$ cat config.mk
export PLATFORM = sky130hd
export DESIGN_NAME = uart_rx16
export DESIGN_NICKNAME = d
export VERILOG_FILES = /design/src/rtl/uart_pkg.sv /design/src/rtl/rx_sync2.sv /design/src/rtl/uart_rx16.sv
export SDC_FILE = /design/constraint.sdc
export NUM_CORES = 1
export LEC_CHECK = 0
export CAP_MARGIN = 20
export CORE_UTILIZATION = 52
export CTS_BUF_LIST = sky130_fd_sc_hd__clkbuf_8
export DETAILED_ROUTE_END_ITERATION = 6
export GPL_TIMING_DRIVEN = 0
export PLACE_DENSITY = 0.73
export REMOVE_ABC_BUFFERS = 1
export SLEW_MARGIN = 25
export SYNTH_ARGS = -nofsm -noshare
export SYNTH_HDL_FRONTEND = slang
export SYNTH_SLANG_ARGS = --single-unit
$ cat constraint.sdc
create_clock -name clk -period 1.9 [get_ports clk]
set_input_delay 0.475 -clock clk [delete_from_list [all_inputs] [get_ports clk]]
set_output_delay 0.475 -clock clk [all_outputs]
set_load 0.01 [all_outputs]
$ cat src/rtl/uart_pkg.sv
// uart_pkg: state encoding and framing constants shared by the UART receiver and transmitter
package uart_pkg;
    typedef enum logic [2:0] {IDLE, START, DATA, PARITY, STOP, BREAK} uart_state_e;
    localparam int TICKS_PER_BIT = 16;
    localparam int DEFAULT_DATA_BITS = 8;
endpackage

$ cat src/rtl/rx_sync2.sv
// rx_sync2: two-flop synchroniser for an asynchronous input, resets to 1 (idle-high lines)
module rx_sync2 (
    input  logic clk,
    input  logic reset,
    input  logic d_i,
    output logic q_o
);
    logic [1:0] s_q;
    always_ff @(posedge clk) begin
        if (!reset) s_q <= 2'b11;
        else        s_q <= {s_q[0], d_i};
    end
    assign q_o = s_q[1];
endmodule

$ cat src/rtl/uart_rx16.sv
// uart_rx16: 16x-oversampling UART receiver with a valid/ready byte output.
// Defining UART_RX_PARITY_EN adds one even-parity bit after the data bits.
module uart_rx16
    import uart_pkg::*;
#(
    parameter int DATA_BITS  = DEFAULT_DATA_BITS,
    parameter int SAMPLE_MID = 7
) (
    input  logic                 clk,
    input  logic                 reset,
    input  logic                 baud16,
    input  logic                 rx,
    output logic [DATA_BITS-1:0] rx_data,
    output logic                 rx_valid,
    input  logic                 rx_ready,
    output logic                 frame_err,
    output logic                 overrun_err,
    output logic                 parity_err,
    output logic                 busy
);
    localparam logic [3:0] LAST_TICK = 4'(TICKS_PER_BIT - 1);
    localparam logic [3:0] MID_TICK  = 4'(SAMPLE_MID);
    localparam logic [2:0] LAST_BIT  = 3'(DATA_BITS - 1);
`ifdef UART_RX_PARITY_EN
    localparam uart_state_e AFTER_DATA = PARITY;
`else
    localparam uart_state_e AFTER_DATA = STOP;
`endif

    logic                 rx_s;
    uart_state_e          state_q;
    logic [3:0]           tick_q;
    logic [2:0]           bit_q;
    logic [DATA_BITS-1:0] shift_q, shift_d, rx_data_q;
    logic                 done_q, rx_valid_q, frame_err_q, overrun_q;
    logic                 sample;

    rx_sync2 u_sync (.clk(clk), .reset(reset), .d_i(rx), .q_o(rx_s));

    // LSB arrives first, so each new bit enters at the MSB and walks down
    assign shift_d = {rx_s, shift_q[DATA_BITS-1:1]};
    assign sample  = baud16 && tick_q == LAST_TICK;

`ifdef UART_RX_PARITY_EN
    logic par_q, parity_q;
    assign parity_err = parity_q;
`else
    assign parity_err = 1'b0;
`endif

    always_ff @(posedge clk) begin
        if (!reset) begin
            state_q     <= IDLE;
            tick_q      <= '0;
            bit_q       <= '0;
            shift_q     <= '0;
            rx_data_q   <= '0;
            done_q      <= 1'b0;
            rx_valid_q  <= 1'b0;
            frame_err_q <= 1'b0;
            overrun_q   <= 1'b0;
`ifdef UART_RX_PARITY_EN
            par_q       <= 1'b0;
            parity_q    <= 1'b0;
`endif
        end else begin
            done_q      <= 1'b0;
            frame_err_q <= 1'b0;
            case (state_q)
                IDLE: if (!rx_s) begin
                    state_q <= START;
                    tick_q  <= '0;
                end
                START: if (baud16) begin
                    tick_q <= (tick_q == MID_TICK) ? 4'd0 : tick_q + 4'd1;
                    if (tick_q == MID_TICK) begin
                        state_q <= rx_s ? IDLE : DATA;
                        bit_q   <= '0;
                    end
                end
                DATA: begin
                    if (baud16) tick_q <= tick_q + 4'd1;
                    if (sample) begin
                        shift_q <= shift_d;
                        bit_q   <= bit_q + 3'd1;
                        if (bit_q == LAST_BIT) state_q <= AFTER_DATA;
                    end
                end
`ifdef UART_RX_PARITY_EN
                PARITY: begin
                    if (baud16) tick_q <= tick_q + 4'd1;
                    if (sample) begin
                        par_q   <= rx_s;
                        state_q <= STOP;
                    end
                end
`endif
                STOP: begin
                    if (baud16) tick_q <= tick_q + 4'd1;
                    if (sample) begin
                        done_q      <= rx_s;
                        frame_err_q <= !rx_s;
                        state_q     <= rx_s ? IDLE : BREAK;
                    end
                end
                BREAK: if (rx_s) state_q <= IDLE;
                default: state_q <= IDLE;
            endcase
            // a completing byte always wins; an unaccepted older byte is reported as overrun
            if (done_q) begin
                rx_data_q  <= shift_q;
                rx_valid_q <= 1'b1;
                overrun_q  <= rx_valid_q && !rx_ready;
`ifdef UART_RX_PARITY_EN
                parity_q   <= ^{shift_q, par_q};
`endif
            end else begin
                rx_valid_q <= rx_valid_q && !rx_ready;
                overrun_q  <= 1'b0;
`ifdef UART_RX_PARITY_EN
                parity_q   <= 1'b0;
`endif
            end
        end
    end

    assign rx_data     = rx_data_q;
    assign rx_valid    = rx_valid_q;
    assign frame_err   = frame_err_q;
    assign overrun_err = overrun_q;
    assign busy        = state_q != IDLE;
endmodule

==> flow_summary.yaml <==
die:
  ios: 18
  start_util: 0.5478
  die-area_um2: 3099
  die_h_um: 55.67
  num_rows: 19
  dieWidth_um: 55.67
  core_area_um2: 2734
sta:
  skew_ns: 0.006399
  worst_slew_margin_rel: 0.5220
  fin_crit_sh: 0.9522
  tns_ns: 0
  setup_viol: 0
  tightest_slew_ns: 0.7170
  rsz0062_at_grt: "no"
  period_needed_ns: 1.809
  timing.final.hold_violations: 0
  slew_violations: 0
  max_freq_mhz: 552.8
global_routing:
  antenna_found_initial: 0
  overflow: 0
  grt_pass1_vias: 1066
  grt_pass1_wl_um: 4809
  grt_start_max_net_pins: 49
  grt_util_all_layers: 0.1977
drt:
  drc: 0
  drt_wl_total_um: 2749
  ant_nets: 0
  routed-via-count: 1184
  drt_iter0_drc: 34
  drt-met1-wl_um: 1337
  dr.pass1.iters: 4
  wl_met2_um: 1261
  dr_wl_met3_um: 96
  routed.top_layer: "met4"
  routedWlPerCell_um: 12.97
  via_per_inst: 5.585
layout:
  fillers: 220
  final_area_um2: 1773
  drive_gt1_frac: 0.09945
  finish.utilization: 0.6485
  fin_nets: 188
  multi_input_area_um2: 788.3
  mostFrequentLayoutCells: "29 x dfxtp_1, 18 x nand2_1, 14 x clkdlybuf4s50_1"
  stdcell_count: 212
  final_common_cell: "dfxtp_1"
  area_growth_pct: 18.38
  diodes: 0
  final-seq-area_um2: 646.9
setup_path:
  path_max_fanout: 6
  path_class: "input port to register"
  reg2regPathDepth: 4
  critPathRequiredTime_ns: 2.04
  worst_setup_path_end_kind: "register"
  critPathLaunchType: "input port"
  arrival_ns: 1.95
clocking:
  clock_latency_ns: 0.28
  cts_tree: "yes"
  cts_sinks: 32
  ctsHtreeMaxLevel: 2
  numCtsBuffers: 5
  postCtsHoldBufs: 0
  clk_pin_slew_ns: 0.07
  clock_path_buffers: 2
  clock-root-buffer: "clkbuf_8"
logic_synthesis:
  avgSynthCellArea_um2: 9.077
  synthFlopType: "dfxtp_1"
  synth_edf_count: 0
  synth_cell_type_count: 46
  synth_warnings: 0
  synth_seq_cells: 32
  synthArstFlopShare: 0
  yosysSeqAreaShare: 0.4277
  synthCells: 165
  syn_area_um2: 1498
pwr:
  power_density_nw_per_um2: 785.9
  power_mw: 1.393
  power_leakage_nw: 0.6287
  peakVddDrop_mv: 0.7048
place:
  portBuffers: 16
  placed_cells: 201
  place_congestion: 0.8551
  dpl-instance-area_um2: 1634
  dp_hpwl_um: 1751
flow_run:
  maxCapViolCount: 0
status:
  status: "complete, no violations"
worst_hold_path:
  hold_depth: 1
  hp-class: "register to register"
==> worst paths after layout <==
| path | slack, ns | start | endpoint |
|---|---|---|---|
| min reg2reg | 0.41 | u_sync.s_q[0] | u_sync.s_q[1] |
| max | 0.09 | baud16 | tick_q[3] |
| max reg2reg | 0.20 | state_q[1] | tick_q[3] |
| min | 0.41 | u_sync.s_q[0] | u_sync.s_q[1] |
==> critical path: stages <==
cell and delay [ns]:
clkdlybuf4s50_1 0.57, nand2_1 0.11, a211oi_1 0.42, or2_1 0.24, o221ai_1 0.13
==> sequential cells by signal, summed over array words and instances, names as in the netlist <==
name	flops
rx_data	8
shift_q	8
tick_q	4
bit_q	3
state_q	3
u_sync.s_q	2
done_q	1
frame_err	1
overrun_err	1
rx_valid	1
==> synth_stat cells (all sizes together) (4+ instances only) <==
master / number / area share
buf: 6 / 0.026
nand3b: 4 / 0.020
nor2: 4 / 0.010
nor2b: 12 / 0.050
mux2i: 9 / 0.060
nand2b: 8 / 0.033
o21ai: 12 / 0.040
nand2: 18 / 0.045
clkbuf: 5 / 0.013
dfxtp: 32 / 0.43
nand3: 14 / 0.050
==> metal layers <==
metal,up-vias,track usage
met1,549,0.2456
met2,19,0.3184
li1,609,-
met4,0,0.1071
met3,7,0.04419
met5,-,0
==> report_power, final <==
group / internal (mW) / leakage, nW / switching [mW] / total (mW)
clock: 0.383 / 0.0593 / 0.244 / 0.628
sequential: 0.675 / 0.260 / 0.0124 / 0.688
combinational: 0.0353 / 0.309 / 0.0425 / 0.0778
total: 1.09 / 0.629 / 0.299 / 1.39
==> layout make-up <==
type | count | area share
sequential | 32 | 0.3649
timing repair buffer | 19 | 0.1016
clock inverter | 3 | 0.02188
tap | 31 | 0.02188
multi-input combinational | 119 | 0.4446
clock buffer | 5 | 0.03881
inverter | 3 | 0.006351
==> per-stage QoR <==
| stage | hold slack, ns | worst slack (ns) |
|---|---|---|
| 6_report | 0.4054 | 0.09091 |
| 5_1_grt | 0.4216 | 0.01858 |
| 4_1_cts | 0.4090 | 0.08493 |
| 3_5_place_dp | 0.4011 | -0.5218 |
| 3_3_place_gp | 0.3930 | -0.4395 |
| 2_1_floorplan | 0.3863 | 0.2645 |
==> cells by family (layout without fill, tap and decap cells) <==
group,after synthesis,in the layout,share of synthesized area
buf+inv,14,30,0.04595
fa+ha+maj,3,3,0.02507
simple gates,74,74,0.2774
compound gates,31,31,0.1554
mux,9,9,0.06015
flops,32,32,0.4277
other cells,1,1,0.002504
xor+xnor,1,1,0.005849
==> timing repair <==
action,CTS,global route
pin swaps,1,1
resized for setup,5,1
endpoints found under the setup margin,10,3
setup buffers,3,0
(Power assumes the default switching activity.)
==> patch 1, RTL diff (config.mk and constraints unchanged) <==
Add a define of `UART_RX_PARITY_EN`.
--- a/src/rtl/uart_rx16.sv
+++ b/src/rtl/uart_rx16.sv
@@ -1,4 +1,6 @@
 // uart_rx16: 16x-oversampling UART receiver with a valid/ready byte output.
 // Defining UART_RX_PARITY_EN adds one even-parity bit after the data bits.
+`define UART_RX_PARITY_EN
+
 module uart_rx16
     import uart_pkg::*;
Formal check against the unedited RTL: same outputs for any inputs over 10 cycles, from zero or initial values and one cycle with reset low; that may be too few to reach the edited logic, so the function may still have changed.
==> patch 1 against the unedited design <==
  * Critical path depth is 3 lower
  * Worst setup slack worse by 0.035 ns
  * Die area is 7.4% higher
  * Design area is 5.7% higher
  * Sequential cell count is 2 higher
  * Clock skew is 0.0014 ns lower
  * Routed wire length is 7.9% higher
  * First-iteration DRC count is 35% higher
  * The flow now finishes with violations (DRC)
  * Synthesized area is 7.7% higher
Power is not compared: it rests on default switching activity, and its combinational part moved more than twofold at a synthesized area within 25%.
==> patch 1: results (changes against the unedited design) <==
[status]
outcome=complete, but fails checks  ; was completed
violations=DRC

[placement]
placed_area_um2=1754  ; was 1634 µm²
place_inst=212  ; was 201
post-dp-hpwl_mm=2.054  ; was 1.751 mm
io_buffers=17  ; was 16
gp_congestion=0.7861  ; was 0.8551

[global_route]
grtUsageMet1=0.2439  ; was 0.2456
grt_pass1_wl_mm=5.043  ; was 4.809 mm
track_usage=0.1983  ; was 0.1977
grt_pass1_vias=1145  ; was 1066
grt_max_degree=28  ; was 49
grt_use_met3=0.05804  ; was 0.04419

[sta]
slew_headroom=0.6336  ; was 0.5220
skew_ns=0.004967  ; was 0.006399 ns

[critical_path]
cp_slowest_cell=or3_1  ; was clkdlybuf4s50_1
worstPathArrival_ns=1.37  ; was 1.95 ns
crit_fanout=14  ; was 6
timing.rr.start=tick_q[0]$_SDFFE_PN0P_  ; was state_q[1]$_SDFFE_PN0P_
r2r_slack_ns=0.24  ; was 0.20 ns
r2r_cells=5  ; was 4
timing.rr.end=state_q[2]$_SDFFE_PN0P_  ; was tick_q[3]$_SDFFE_PN0P_

[synthesis]
synth.area.top_cells=dfxtp_1 (42%), mux2i_1 (6.8%), nand2_1 (4.9%), nor2_1 (4.2%), a21oi_1 (3.4%)  ; was dfxtp_1 (43%), mux2i_1 (6.0%), nor2b_1 (5.0%), nand2_1 (4.5%), nand3_1 (4.3%)
ys_seq_area_frac=0.4220  ; was 0.4277
avgSynthCellArea_um2=9.269  ; was 9.077 µm²
synthTopCellsByCount=dfxtp_1 (34), nand2_1 (21), nor2_1 (18), a21oi_1 (11), mux2i_1 (11)  ; was dfxtp_1 (32), nand2_1 (18), nand3_1 (13), nor2b_1 (12)

[detailed_routing]
detail_route.wl_per_cell_um=13.30  ; was 12.97 µm
vias=1272  ; was 1184
dr.pass1.iters=7  ; was 4
drt_iter0_drc=46  ; was 34
drc=2  ; was 0

[finish]
nNetsFinal=199  ; was 188
nMultiInputCombCells=125  ; was 119
nFillCells=241  ; was 220
seq_share=0.3665  ; was 0.3649
drive_above_1_share=0.1250  ; was 0.09945
numSequentialCells=34  ; was 32
final_cells=223  ; was 212
clock_buffers=6  ; was 5
final-nonclk-buf-share=0.1021  ; was 0.1016
inverters=5  ; was 3
clk_share=0.04873  ; was 0.06069

[floorplanning]
die-area_um2=3328  ; was 3099 µm²

-- patch 1: cell families after synthesis --
logic type               count (synthesis)  share of synthesized area
XOR/XNOR                                 7                    0.04655
buffers and inverters                   15                    0.05352
AO/OA/AOI/OAI                           33                     0.1528
flip-flops                              34                     0.4220
adder cells (fa/ha/maj)                  3                    0.02328
multiplexers                            11                    0.06827
AND/OR/NAND/NOR                         71                     0.2335
-- patch 1: worst max-delay path by stage --
stage / start / to / slack (ns)
2_1_floorplan: state_q[1]$_SDFFE_PN0P_ / shift_q[0]$_SDFFE_PN0P_ / 0.35
3_3_place_gp: reset / state_q[1]$_SDFFE_PN0P_ / -0.29
3_5_place_dp: reset / state_q[0]$_SDFFE_PN0P_ / -0.33
4_1_cts: state_q[2]$_SDFFE_PN0P_ / busy / 0.02
5_1_grt: state_q[0]$_SDFFE_PN0P_ / busy / 0.01
6_report: state_q[0]$_SDFFE_PN0P_ / busy / 0.06
-- patch 1: metrics by stage --
stage	TNS [ns]	setup WS, ns	hold slack (ns)	utilization
after detailed placement	-5.558	-0.3303	0.4051	0.6149
final	0	0.05613	0.4175	0.6570
after global routing	0	0.01439	0.4407	0.6570
after global placement	-5.039	-0.2879	0.3998	0.6149
after floorplan	0	0.3463	0.3863	-
after CTS	0	0.02365	0.4236	0.6491
-- patch 1: critical path: cells and delay by family, from the launching register on --
kind / cells / cell delay [ns]
buffers and inverters: 1 / 0.30
DFF: 1 / 0.39
and+or+nand+nor: 1 / 0.40
-- patch 1: timing repair --
item | in CTS | in global routing
hold buffers | 0 | 0
gates resized for setup | 6 | 0
pin swaps | 0 | 0
buffers inserted | 0 | 3
setup endpoints to repair | 3 | 1
-- patch 1: metal layers --
layer	vias to the layer above	part of all wire
met3	6	0.037
li1	643	-
met4	0	0.016
met1	603	0.48
met2	20	0.47
met5	-	0
==> patch 2, RTL diff (same flow settings) <==
Without the edit above. Register the output `overrun_err` once more, with the module's reset; this adds one clock of latency there. The other outputs are not delayed to match.
--- a/src/rtl/uart_rx16.sv
+++ b/src/rtl/uart_rx16.sv
@@ -128,5 +128,11 @@
     assign rx_valid    = rx_valid_q;
     assign frame_err   = frame_err_q;
-    assign overrun_err = overrun_q;
+    always_ff @(posedge clk) begin
+        if (!reset) begin
+            overrun_err <= '0;
+        end else begin
+            overrun_err <= overrun_q;
+        end
+    end
     assign busy        = state_q != IDLE;
 endmodule
Function: no difference found for any inputs over 10 cycles, from zero or initial values and one cycle with reset low; that may be too few to reach the edited logic, so the function may still have changed.
==> patch 2 against the unedited design <==
  * Largest cell class unchanged
  * Cell count down 2.4%
  * Clock skew increased by 0.0011 ns
  * Routed wire length rose by 6.1%
  * Via count decreased by 1.5%
  * Worst setup slack improved by 0.0071 ns
  * Critical path depth decreased by 3
  * Register-to-register slack better by 0.02 ns
  * Sequential cell count rose by 1
  * Highest routed layer unchanged
  * Design area rose by 1.6%
  * Synthesized area hardly changed
  * Synthesized cell count is 2.4% lower
Power is not compared: it rests on default switching activity, and its combinational part moved more than twofold at a synthesized area within 25%.
==> patch 2: results (changes against the unedited design) <==
[global_route]
grt_pass1_vias=1084  ; was 1066
grt_pass1_wl_mm=4.899  ; was 4.809 mm
overflow=0  ; unchanged
antenna_found_initial=0  ; unchanged
track_usage=0.2067  ; was 0.1977
grt_max_degree=27  ; was 49

[detailed_routing]
drt_iter0_drc=48  ; was 34
vias=1166  ; was 1184
wirelength_mm=2.918  ; was 2.749 mm
dr.pass1.iters=4  ; unchanged

[finish]
nFillCells=221  ; was 220
nNetsFinal=183  ; was 188
diodes=0  ; unchanged
drive_above_1_share=0.1136  ; was 0.09945
final_cells=207  ; was 212

[synthesis]
synth_edf_count=0  ; unchanged
avgSynthCellArea_um2=9.310  ; was 9.077 µm²
synthTopCellsByCount=dfxtp_1 (33), nor2_1 (24), mux2i_1 (17), nand3_1 (9), nand2b_1 (7)  ; was dfxtp_1 (32), nand2_1 (18), nand3_1 (13), nor2b_1 (12)
synth.area.top_cells=dfxtp_1 (44%), mux2i_1 (11%), nor2_1 (6.0%), nand3_1 (3.0%), nand2b_1 (2.9%)  ; was dfxtp_1 (43%), mux2i_1 (6.0%), nor2b_1 (5.0%), nand2_1 (4.5%), nand3_1 (4.3%)
ys_seq_area_frac=0.4407  ; was 0.4277
yosysUniqueCellTypes=40  ; was 46
synthArstFlopShare=0  ; unchanged
yosys_warnings=0  ; unchanged

[sta]
worst_pin_slew_ns=0.5174  ; was 0.7170 ns
setup_violations=0  ; unchanged
skew_ns=0.007525  ; was 0.006399 ns

[clock_tree]
root_buffer=clkbuf_8  ; unchanged
worstSkewPairLatency_ns=0.29
cts.repair.resized=8  ; was 5
cts.path.max_buffers=2  ; unchanged
cts_setup_buffers=1  ; was 3
ctsHtreeMaxLevel=2  ; unchanged
numCtsBuffers=5  ; unchanged
path_clk_slew_ns=0.07  ; about the same

[pwr]
pwr-share-clk=0.406
power_combinational_w=0.000237
p_leak_nw=0.6465
total_power_w=0.001676
vdd_drop_max_v=0.0009015
p_int_w=0.001251

[status]
outcome=completed  ; unchanged

[worst_hold_path]
hp-class=flip-flop to flip-flop  ; unchanged

[placement]
gp_congestion=0.8385  ; was 0.8551
placed_area_um2=1647  ; was 1634 µm²
place_inst=198  ; was 201
dp_slack_ns=-0.8467  ; was -0.5218 ns
post-dp-hpwl_mm=1.976  ; was 1.751 mm
io_buffers=16  ; unchanged

[critical_path]
worstPathArrival_ns=1.33  ; was 1.95 ns
crit_fanout=10  ; was 6

## patch 2: cell types whose count changed after synthesis, moves of 4 or more
cell     delta
a21oi_1     +5
mux2i_1     +8
nand2_1    -12
nand3_1     -4
nor2_1     +20
nor2b_1     -7
o21ai_0     -6
## patch 2: final timing paths
kind	start	to	slack, ns	cells past startpoint
setup / recovery	state_q[2]$_SDFFE_PN0P_	busy	0.1	2
setup reg to reg	tick_q[0]$_SDFFE_PN0P_	state_q[0]$_SDFFE_PN0P_	0.22	5
hold / removal	u_sync.s_q[0]$_SDFF_PN1_	u_sync.s_q[1]$_SDFF_PN1_	0.41	1
hold reg to reg	u_sync.s_q[0]$_SDFF_PN1_	u_sync.s_q[1]$_SDFF_PN1_	0.41	1
## patch 2: cells by family after synthesis
logic type | Yosys count | share of synthesized area
compound gates | 23 | 0.1085
xor+xnor | 1 | 0.005844
fa+ha+maj | 3 | 0.02504
buf+inv | 14 | 0.05008
flops | 33 | 0.4407
mux | 17 | 0.1135
other cells | 1 | 0.002502
simple gates | 69 | 0.2538
## patch 2: final cells by class
| cell class | instances | area (µm²) | share of cell area |
|---|---|---|---|
| Clock buffer | 6 | 82.58 | 0.04587 |
| Timing Repair Buffer | 17 | 177.7 | 0.09868 |
| Tap cell | 31 | 38.79 | 0.02154 |
| Sequential cell | 33 | 666.9 | 0.3704 |
| Clock inverter | 2 | 37.54 | 0.02085 |
| Inverter | 4 | 20.02 | 0.01112 |
| Multi-Input combinational cell | 114 | 777.0 | 0.4315 |
## patch 2: routing by layer
metal	routed length, µm	track usage
met5	0	0
met2	1464	0.3356
met1	1264	0.2370
met3	123	0.07907
met4	66	0.1036
## patch 2: worst max-delay path: stages, from the launching register on
cell	delay (ns)
dfxtp_2	0.39
or3_1	0.37
dlygate4sd2_1	0.28
